$ cat config.mk
export PLATFORM = sky130hd
export DESIGN_NAME = mul_div_unit_flat
export DESIGN_NICKNAME = d
export VERILOG_FILES = /design/src/rtl/rv32m_pkg.sv /design/src/rtl/mul_div_unit_if.sv /design/src/rtl/mul_div_step.sv /design/src/rtl/mul_div_unit.sv /design/src/flat_wrapper.sv
export SDC_FILE = /design/constraint.sdc
export NUM_CORES = 1
export LEC_CHECK = 0
export CAP_MARGIN = 10
export CORE_MARGIN = 4
export CORE_UTILIZATION = 50
export DETAILED_ROUTE_END_ITERATION = 8
export PLACE_DENSITY_LB_ADDON = 0.15
export SYNTH_ARGS = -nofsm -noshare
export SYNTH_HDL_FRONTEND = slang
export SYNTH_HIERARCHICAL = 1
export SYNTH_SLANG_ARGS = --single-unit
$ cat constraint.sdc
create_clock -name clk -period 5 [get_ports clk]
set_clock_uncertainty 0.05 [all_clocks]
set_input_delay 1.5 -clock clk [delete_from_list [all_inputs] [get_ports clk]]
set_output_delay 1.5 -clock clk [all_outputs]
set_load 0.01 [all_outputs]
$ cat src/rtl/rv32m_pkg.sv
// Shared constants for the RV32M multiply/divide unit: operand width,
// funct3 encodings and FSM state encoding.
package rv32m_pkg;

    localparam int unsigned XLEN  = 32;
    localparam int unsigned CNT_W = 5;

    localparam logic [2:0] F3_MUL    = 3'b000;
    localparam logic [2:0] F3_MULH   = 3'b001;
    localparam logic [2:0] F3_MULHSU = 3'b010;
    localparam logic [2:0] F3_MULHU  = 3'b011;
    localparam logic [2:0] F3_DIV    = 3'b100;
    localparam logic [2:0] F3_DIVU   = 3'b101;
    localparam logic [2:0] F3_REM    = 3'b110;
    localparam logic [2:0] F3_REMU   = 3'b111;

    typedef enum logic [1:0] {
        S_IDLE = 2'd0,
        S_CALC = 2'd1,
        S_FIX  = 2'd2
    } state_t;

endpackage

$ cat src/rtl/mul_div_unit_if.sv
// Start/busy/done request bus between the control unit and the mul/div unit.
interface mul_div_unit_if;

    logic                       start;
    logic [2:0]                 funct3;
    logic [rv32m_pkg::XLEN-1:0] operand_a;
    logic [rv32m_pkg::XLEN-1:0] operand_b;
    logic                       busy;
    logic                       done;
    logic [rv32m_pkg::XLEN-1:0] result;

    modport master (output start, funct3, operand_a, operand_b,
                    input  busy, done, result);
    modport slave  (input  start, funct3, operand_a, operand_b,
                    output busy, done, result);

endinterface

$ cat src/rtl/mul_div_step.sv
// One iteration of either shift-add multiply (accumulate the gated operand)
// or restoring divide (trial-subtract divisor from the shifted remainder).
module mul_div_step
    import rv32m_pkg::*;
(
    input  logic [2*XLEN-1:0] i_acc,
    input  logic [2*XLEN-1:0] i_opnd,
    input  logic              i_is_div,
    output logic [2*XLEN-1:0] o_acc,
    output logic              o_qbit
);

    logic [XLEN:0] w_diff;
    logic          w_qbit;

    assign w_diff = i_acc[XLEN:0] - i_opnd[XLEN:0];
    assign w_qbit = ~w_diff[XLEN];

    always_comb begin
        o_qbit = 1'b0;
        o_acc  = i_acc + i_opnd;
        if (i_is_div) begin
            o_qbit = w_qbit;
            o_acc  = (2*XLEN)'(w_qbit ? w_diff : i_acc[XLEN:0]);
        end
    end

endmodule

$ cat src/rtl/mul_div_unit.sv
// Iterative RV32M execute unit: 32-cycle magnitude multiply/divide with
// sign fix-up; div-by-zero and signed overflow bypass the iterations.
module mul_div_unit
    import rv32m_pkg::*;
(
    input  logic           clk,
    input  logic           rst,
    mul_div_unit_if.slave  bus
);

    state_t            r_state;
    logic [CNT_W-1:0]  r_cnt;
    logic [2:0]        r_op;
    logic              r_sign_a, r_sign_b, r_special;
    logic [2*XLEN-1:0] r_acc, r_mcand;
    logic [XLEN-1:0]   r_a, r_b;
    logic              r_busy, r_done;
    logic [XLEN-1:0]   r_result;

    logic              w_a_signed, w_b_signed, w_sign_a, w_sign_b;
    logic [XLEN-1:0]   w_mag_a, w_mag_b, w_special_val;
    logic              w_div0, w_ovf, w_is_div;
    logic [2*XLEN-1:0] w_step_acc, w_step_opnd, w_step_nxt;
    logic              w_qbit;
    logic [2*XLEN-1:0] w_prod;
    logic [XLEN-1:0]   w_quo, w_rem, w_fix_val;

    // Operand decode at request time
    assign w_a_signed = (bus.funct3 != F3_MULHU) && (bus.funct3 != F3_DIVU) &&
                        (bus.funct3 != F3_REMU);
    assign w_b_signed = w_a_signed && (bus.funct3 != F3_MULHSU);
    assign w_sign_a   = w_a_signed & bus.operand_a[XLEN-1];
    assign w_sign_b   = w_b_signed & bus.operand_b[XLEN-1];
    assign w_mag_a    = w_sign_a ? -bus.operand_a : bus.operand_a;
    assign w_mag_b    = w_sign_b ? -bus.operand_b : bus.operand_b;
    assign w_div0     = bus.funct3[2] && (bus.operand_b == '0);
    assign w_ovf      = ((bus.funct3 == F3_DIV) || (bus.funct3 == F3_REM)) &&
                        (bus.operand_a == {1'b1, {(XLEN-1){1'b0}}}) &&
                        (bus.operand_b == '1);
    // REM/REMU have funct3[1] set; DIV/DIVU do not
    assign w_special_val = w_div0 ? (bus.funct3[1] ? bus.operand_a : '1)
                                  : (bus.funct3[1] ? '0 : {1'b1, {(XLEN-1){1'b0}}});

    assign w_is_div    = r_op[2];
    assign w_step_acc  = w_is_div ? (2*XLEN)'({r_acc[XLEN-1:0], r_a[XLEN-1]}) : r_acc;
    assign w_step_opnd = w_is_div ? (2*XLEN)'(r_b) : (r_b[0] ? r_mcand : '0);

    mul_div_step u_step (
        .i_acc    (w_step_acc),
        .i_opnd   (w_step_opnd),
        .i_is_div (w_is_div),
        .o_acc    (w_step_nxt),
        .o_qbit   (w_qbit)
    );

    // Sign correction and result selection
    assign w_prod = (r_sign_a ^ r_sign_b) ? -r_acc : r_acc;
    assign w_quo  = (r_sign_a ^ r_sign_b) ? -r_a : r_a;
    assign w_rem  = r_sign_a ? -r_acc[XLEN-1:0] : r_acc[XLEN-1:0];

    always_comb begin
        w_fix_val = r_acc[XLEN-1:0];
        if (!r_special) begin
            case (r_op)
                F3_MUL:                      w_fix_val = w_prod[XLEN-1:0];
                F3_MULH, F3_MULHSU, F3_MULHU: w_fix_val = w_prod[2*XLEN-1:XLEN];
                F3_DIV, F3_DIVU:             w_fix_val = w_quo;
                default:                     w_fix_val = w_rem;
            endcase
        end
    end

    always_ff @(posedge clk) begin
        if (rst) begin
            r_state   <= S_IDLE;
            r_cnt     <= '0;
            r_op      <= '0;
            r_sign_a  <= 1'b0;
            r_sign_b  <= 1'b0;
            r_special <= 1'b0;
            r_acc     <= '0;
            r_mcand   <= '0;
            r_a       <= '0;
            r_b       <= '0;
            r_busy    <= 1'b0;
            r_done    <= 1'b0;
            r_result  <= '0;
        end else begin
            r_done <= 1'b0;
            case (r_state)
                S_IDLE: begin
                    if (bus.start) begin
                        r_op      <= bus.funct3;
                        r_sign_a  <= w_sign_a;
                        r_sign_b  <= w_sign_b;
                        r_a       <= w_mag_a;
                        r_b       <= w_mag_b;
                        r_mcand   <= (2*XLEN)'(w_mag_a);
                        r_cnt     <= '0;
                        r_busy    <= 1'b1;
                        r_special <= w_div0 || w_ovf;
                        r_acc     <= (w_div0 || w_ovf) ? (2*XLEN)'(w_special_val) : '0;
                        r_state   <= (w_div0 || w_ovf) ? S_FIX : S_CALC;
                    end
                end
                S_CALC: begin
                    r_acc <= w_step_nxt;
                    if (w_is_div) begin
                        r_a <= {r_a[XLEN-2:0], w_qbit};
                    end else begin
                        r_mcand <= r_mcand << 1;
                        r_b     <= r_b >> 1;
                    end
                    r_cnt <= r_cnt + 1'b1;
                    if (r_cnt == CNT_W'(XLEN-1)) r_state <= S_FIX;
                end
                S_FIX: begin
                    r_result <= w_fix_val;
                    r_done   <= 1'b1;
                    r_busy   <= 1'b0;
                    r_state  <= S_IDLE;
                end
                default: begin
                    r_busy  <= 1'b0;
                    r_state <= S_IDLE;
                end
            endcase
        end
    end

    assign bus.busy   = r_busy;
    assign bus.done   = r_done;
    assign bus.result = r_result;

endmodule

$ cat src/flat_wrapper.sv
// flat-port wrapper written by rule: the top's interface ports become plain ports
module mul_div_unit_flat import rv32m_pkg::*;
  (clk, rst, bus_start, bus_funct3, bus_operand_a, bus_operand_b, bus_busy, bus_done, bus_result);
  mul_div_unit_if bus_i ();
  input  logic clk;
  input  logic rst;
  input wire logic [$bits(bus_i.start)-1:0] bus_start;
  input wire logic [$bits(bus_i.funct3)-1:0] bus_funct3;
  input wire logic [$bits(bus_i.operand_a)-1:0] bus_operand_a;
  input wire logic [$bits(bus_i.operand_b)-1:0] bus_operand_b;
  output wire logic [$bits(bus_i.busy)-1:0] bus_busy;
  output wire logic [$bits(bus_i.done)-1:0] bus_done;
  output wire logic [$bits(bus_i.result)-1:0] bus_result;
  assign bus_i.start = bus_start;
  assign bus_i.funct3 = bus_funct3;
  assign bus_i.operand_a = bus_operand_a;
  assign bus_i.operand_b = bus_operand_b;
  assign bus_busy = bus_i.busy;
  assign bus_done = bus_i.done;
  assign bus_result = bus_i.result;
  mul_div_unit u_core (.clk(clk), .rst(rst), .bus(bus_i));
endmodule
==> results.yml <==
run_status:
  outcome: "complete, no violations"
critical_path:
  crit_chain: "buf_4, o21ai_0, inv_1, ha_1, a21oi_1, o31ai_1, buf_4, nor2_1, a211oi_1, or3_1, o221a_2, buf_4, a31o_2, a211oi_1, buf_4, nor2_1, a2111oi_0"
  path_class: "reg2reg"
  rrSetupSlack_ns: 0.15
  r2r-start: "u_core/r_op[2]$_SDFFE_PP0P_"
  worst_setup_path_start_kind: "flip-flop"
  cp.required_ns: 5.43
  timing.rr.end: "u_core/r_acc[21]$_SDFFE_PP0P_"
  crit_top_cell: "buf_4"
  cp_max_fo: 20
  arrival_ns: 5.28
  reg2reg_depth: 17
  slowest_stage: "o21ai_0"
  critical_path.max_stage_delay_ns: 0.73
  end_kind: "flip-flop"
grt:
  track_usage_pct: 37.7
  antenna_found_initial: 2
  grt_pass1_vias: 24600
  grt_first_pass_wirelength_mm: 150
  grt_max_degree: 187
  grt_overflow: 0
routing:
  ant_nets: 0
  wirelength_mm: 98.7
  drt_iter0_markers: 3632
  vias: 26800
  wl_per_cell_um: 24.9
  viasPerCell: 6.76
  post-route-drc-count: 0
  firstDrtPassIters: 6
sta:
  hold-worst-slack_ns: 0.417
  fmax_mhz: 206
  timing.setup.tns_ns: 0
  hold_violations: 0
  relSlewSlack_pct: 15.8
  final_max_slew_viol_count: 0
  rsz0062_at_grt: "no"
  worstMarginPinSlew_ns: 1.24
  fin_crit_ns: 4.85
  post-route-period-util_pct: 96.9
  layout_setup_ws_ns: 0.154
  setup_viol_count_final: 0
synth:
  ys.warnings.count: 6
  synth_area_leaders: "dfxtp_1 21%, nor2_1 7.6%, a21oi_1 6.7%, ha_1 5.5%, o21ai_0 4.1%"
  async_flop_share_pct: 0
  yosys_register_bits: 239
  synth.distinct_cells: 97
  yosys.area.top_type_share_pct: 20.7
  synth_top_cell_by_area: "dfxtp_1"
  synth_edf_count: 0
  yosysSeqAreaShare_pct: 20.7
  postSynthAreaPerCell_um2: 6.92
  synthCells: 3338
  ys.flop_type: "dfxtp_1"
  syn-num-nets: 3512
  syn_area_um2: 23100
placed_design:
  dp_cells: 3905
  port_buffers: 103
  post-place-ws_ns: 0.301
  dp_hpwl_mm: 75.5
  gp_congestion: 1.00
clocking:
  cts_tree: "yes"
  clk_latency_ns: 0.63
  cts_buffers: 30
  cts_resized: 0
  root_buffer: "clkbuf_16"
  clockBufferDepth: 3
  clkSinkCount: 239
  cts_hold_buffers: 0
  postCtsSetupBuffers: 0
  clock_tree.htree_level_count: 1
  clk_pin_slew_ns: 0.06
floorplan:
  rows: 78
  core_area_um2: 45500
  fp.dieW_um: 223
  io_pins: 104
  dieArea_um2: 49700
  start_util_pct: 50.8
  die_h_um: 223
flow_run:
  drv_cap: 0
finish:
  nNetsFinal: 3511
  drive_gt1_share_pct: 8.75
  seq_area_um2: 4790
  multi_input_area_um2: 16900
  syn2layout_area_growth_pct: 12.5
  stdcell_count: 3963
  fill_cells: 4462
power:
  ir_drop_mv: 0.343
  p_per_area_nw_per_um2: 301
  total_leakage_power_nw: 10.1
worst_hold_path:
  worstHoldStart: "u_core/bus.result[23]$_SDFFE_PP0P_"
  hold_end: "u_core/bus.result[23]$_SDFFE_PP0P_"
  hold_depth: 2
  min_path_type: "reg2reg"
-- critical path: cells and delay by family, from the launching register on --
| family | cells | cell delay, ns |
|---|---|---|
| adder cells (fa/ha/maj) | 1 | 0.41 |
| AND/OR/NAND/NOR | 3 | 0.55 |
| buffers and inverters | 5 | 0.86 |
| AO/OA/AOI/OAI | 8 | 2.38 |
| flip-flops | 1 | 0.44 |
-- logic make-up (layout without fill, tap and decap cells) --
family                     Yosys count  after routing  share of synthesized area, %
and+or+nand+nor                   1341           1341                          28.4
buffers and inverters              389            411                          6.57
muxes                               55             55                          2.61
other                                0              3                             0
adders and majority gates          104            104                          5.70
xor gates and xnor gates           136            136                          5.16
DFF                                239            239                          20.7
AOI/OAI and AO/OA                 1074           1074                          30.9
-- synth_stat cells, types with 10 or more instances --
master      n
nand3_1    70
a22oi_1    72
a21oi_1   307
xnor2_1    76
a21o_1     51
or4_1      22
nand4_1    49
o211ai_1   33
a211o_1    19
a22o_1     22
nand2b_1   51
mux2i_1    16
o41ai_1    25
buf_2      19
o21bai_1   20
o32ai_1    15
nor4_1     73
o31a_1     11
inv_1     107
o21a_1     25
nor2b_1    63
nor2_1    469
dfxtp_1   239
o221ai_1   11
a31oi_1    39
and3_1     24
buf_1      17
ha_1      102
o22ai_1    12
xor2_1     60
or2_2      10
nor3_1    102
or3_1      53
and2_1     42
a221oi_1   17
a311oi_1   11
nand2_1   251
o21ai_0   189
o31ai_1    35
clkbuf_1  240
a31o_2     11
nand3b_1   21
mux2_2     37
a211oi_1   68
-- final cells by class --
type                    count  share of cell area [%]
diodes                      3                  0.0289
multi-input cells        2710                    64.9
flip-flops and latches    239                    18.4
inverters                 107                    1.55
well taps                 600                    2.89
clock inverters            15                   0.641
repair buffers            249                    8.34
clock buffers              40                    3.19
-- cells in the final DEF, fill, tap and decap left out, types with 62 or more instances in the layout --
cell type        count
dfxtp_1            238
o21ai_0            189
inv_1              107
nor4_1              73
clkdlybuf4s50_1    102
nor2b_1             62
a211oi_1            68
nand3_1             70
buf_4              143
xnor2_1             75
a21oi_1            305
nor2_1             466
nand2_1            250
ha_1               102
a22oi_1             72
nor3_1             101
-- registers in the layout, indices dropped and copies added, names as in the netlist, 2 cells and up --
name,flops
u_core/r_acc,64
u_core/r_mcand,64
u_core/bus.result,32
u_core/r_a,32
u_core/r_b,32
u_core/r_cnt,5
u_core/r_op,3
u_core/r_state,2
-- how the worst max path moves through the flow --
stage | startpoint | endpoint | cells past startpoint
after floorplan | u_core/r_op[2]$_SDFFE_PP0P_ | u_core/r_acc[21]$_SDFFE_PP0P_ | 22
after global placement | u_core/r_op[2]$_SDFFE_PP0P_ | u_core/r_acc[21]$_SDFFE_PP0P_ | 14
after detailed placement | bus_operand_b[6] | u_core/r_acc[15]$_SDFFE_PP0P_ | 8
after CTS | u_core/r_op[2]$_SDFFE_PP0P_ | u_core/r_acc[57]$_SDFFE_PP0P_ | 15
after global routing | u_core/r_op[2]$_SDFFE_PP0P_ | u_core/r_acc[15]$_SDFFE_PP0P_ | 18
final | u_core/r_op[2]$_SDFFE_PP0P_ | u_core/r_acc[21]$_SDFFE_PP0P_ | 17
-- metrics by stage --
step | cell area (µm²) | power, W | utilization [%]
finish | 26000 | 0.00781 | 57.1
global route | 26000 | 0.00814 | 57.1
global placement | 25000 | 0.00544 | 54.9
detailed placement | 25000 | 0.00548 | 54.9
CTS | 26000 | 0.00770 | 57.1
floorplan | 23100 | 0.00426 | -
-- report_power, final --
group | internal (W) | leakage (nW) | switching [W]
Combinational | 0.00117 | 7.69 | 0.00221
Sequential | 0.00204 | 1.95 | 0.000181
Clock | 0.00127 | 0.494 | 0.000939
-- layer usage --
metal / part of all wire, % / GRT usage, % / vias to the layer above
met5: 0 / 0 / -
met4: 4.8 / 14.9 / 0
met3: 11 / 7.38 / 245
met2: 42 / 56.7 / 1541
met1: 42 / 53.3 / 12800
li1: - / - / 12200
Note: power is estimated with default switching activity, not from simulation.
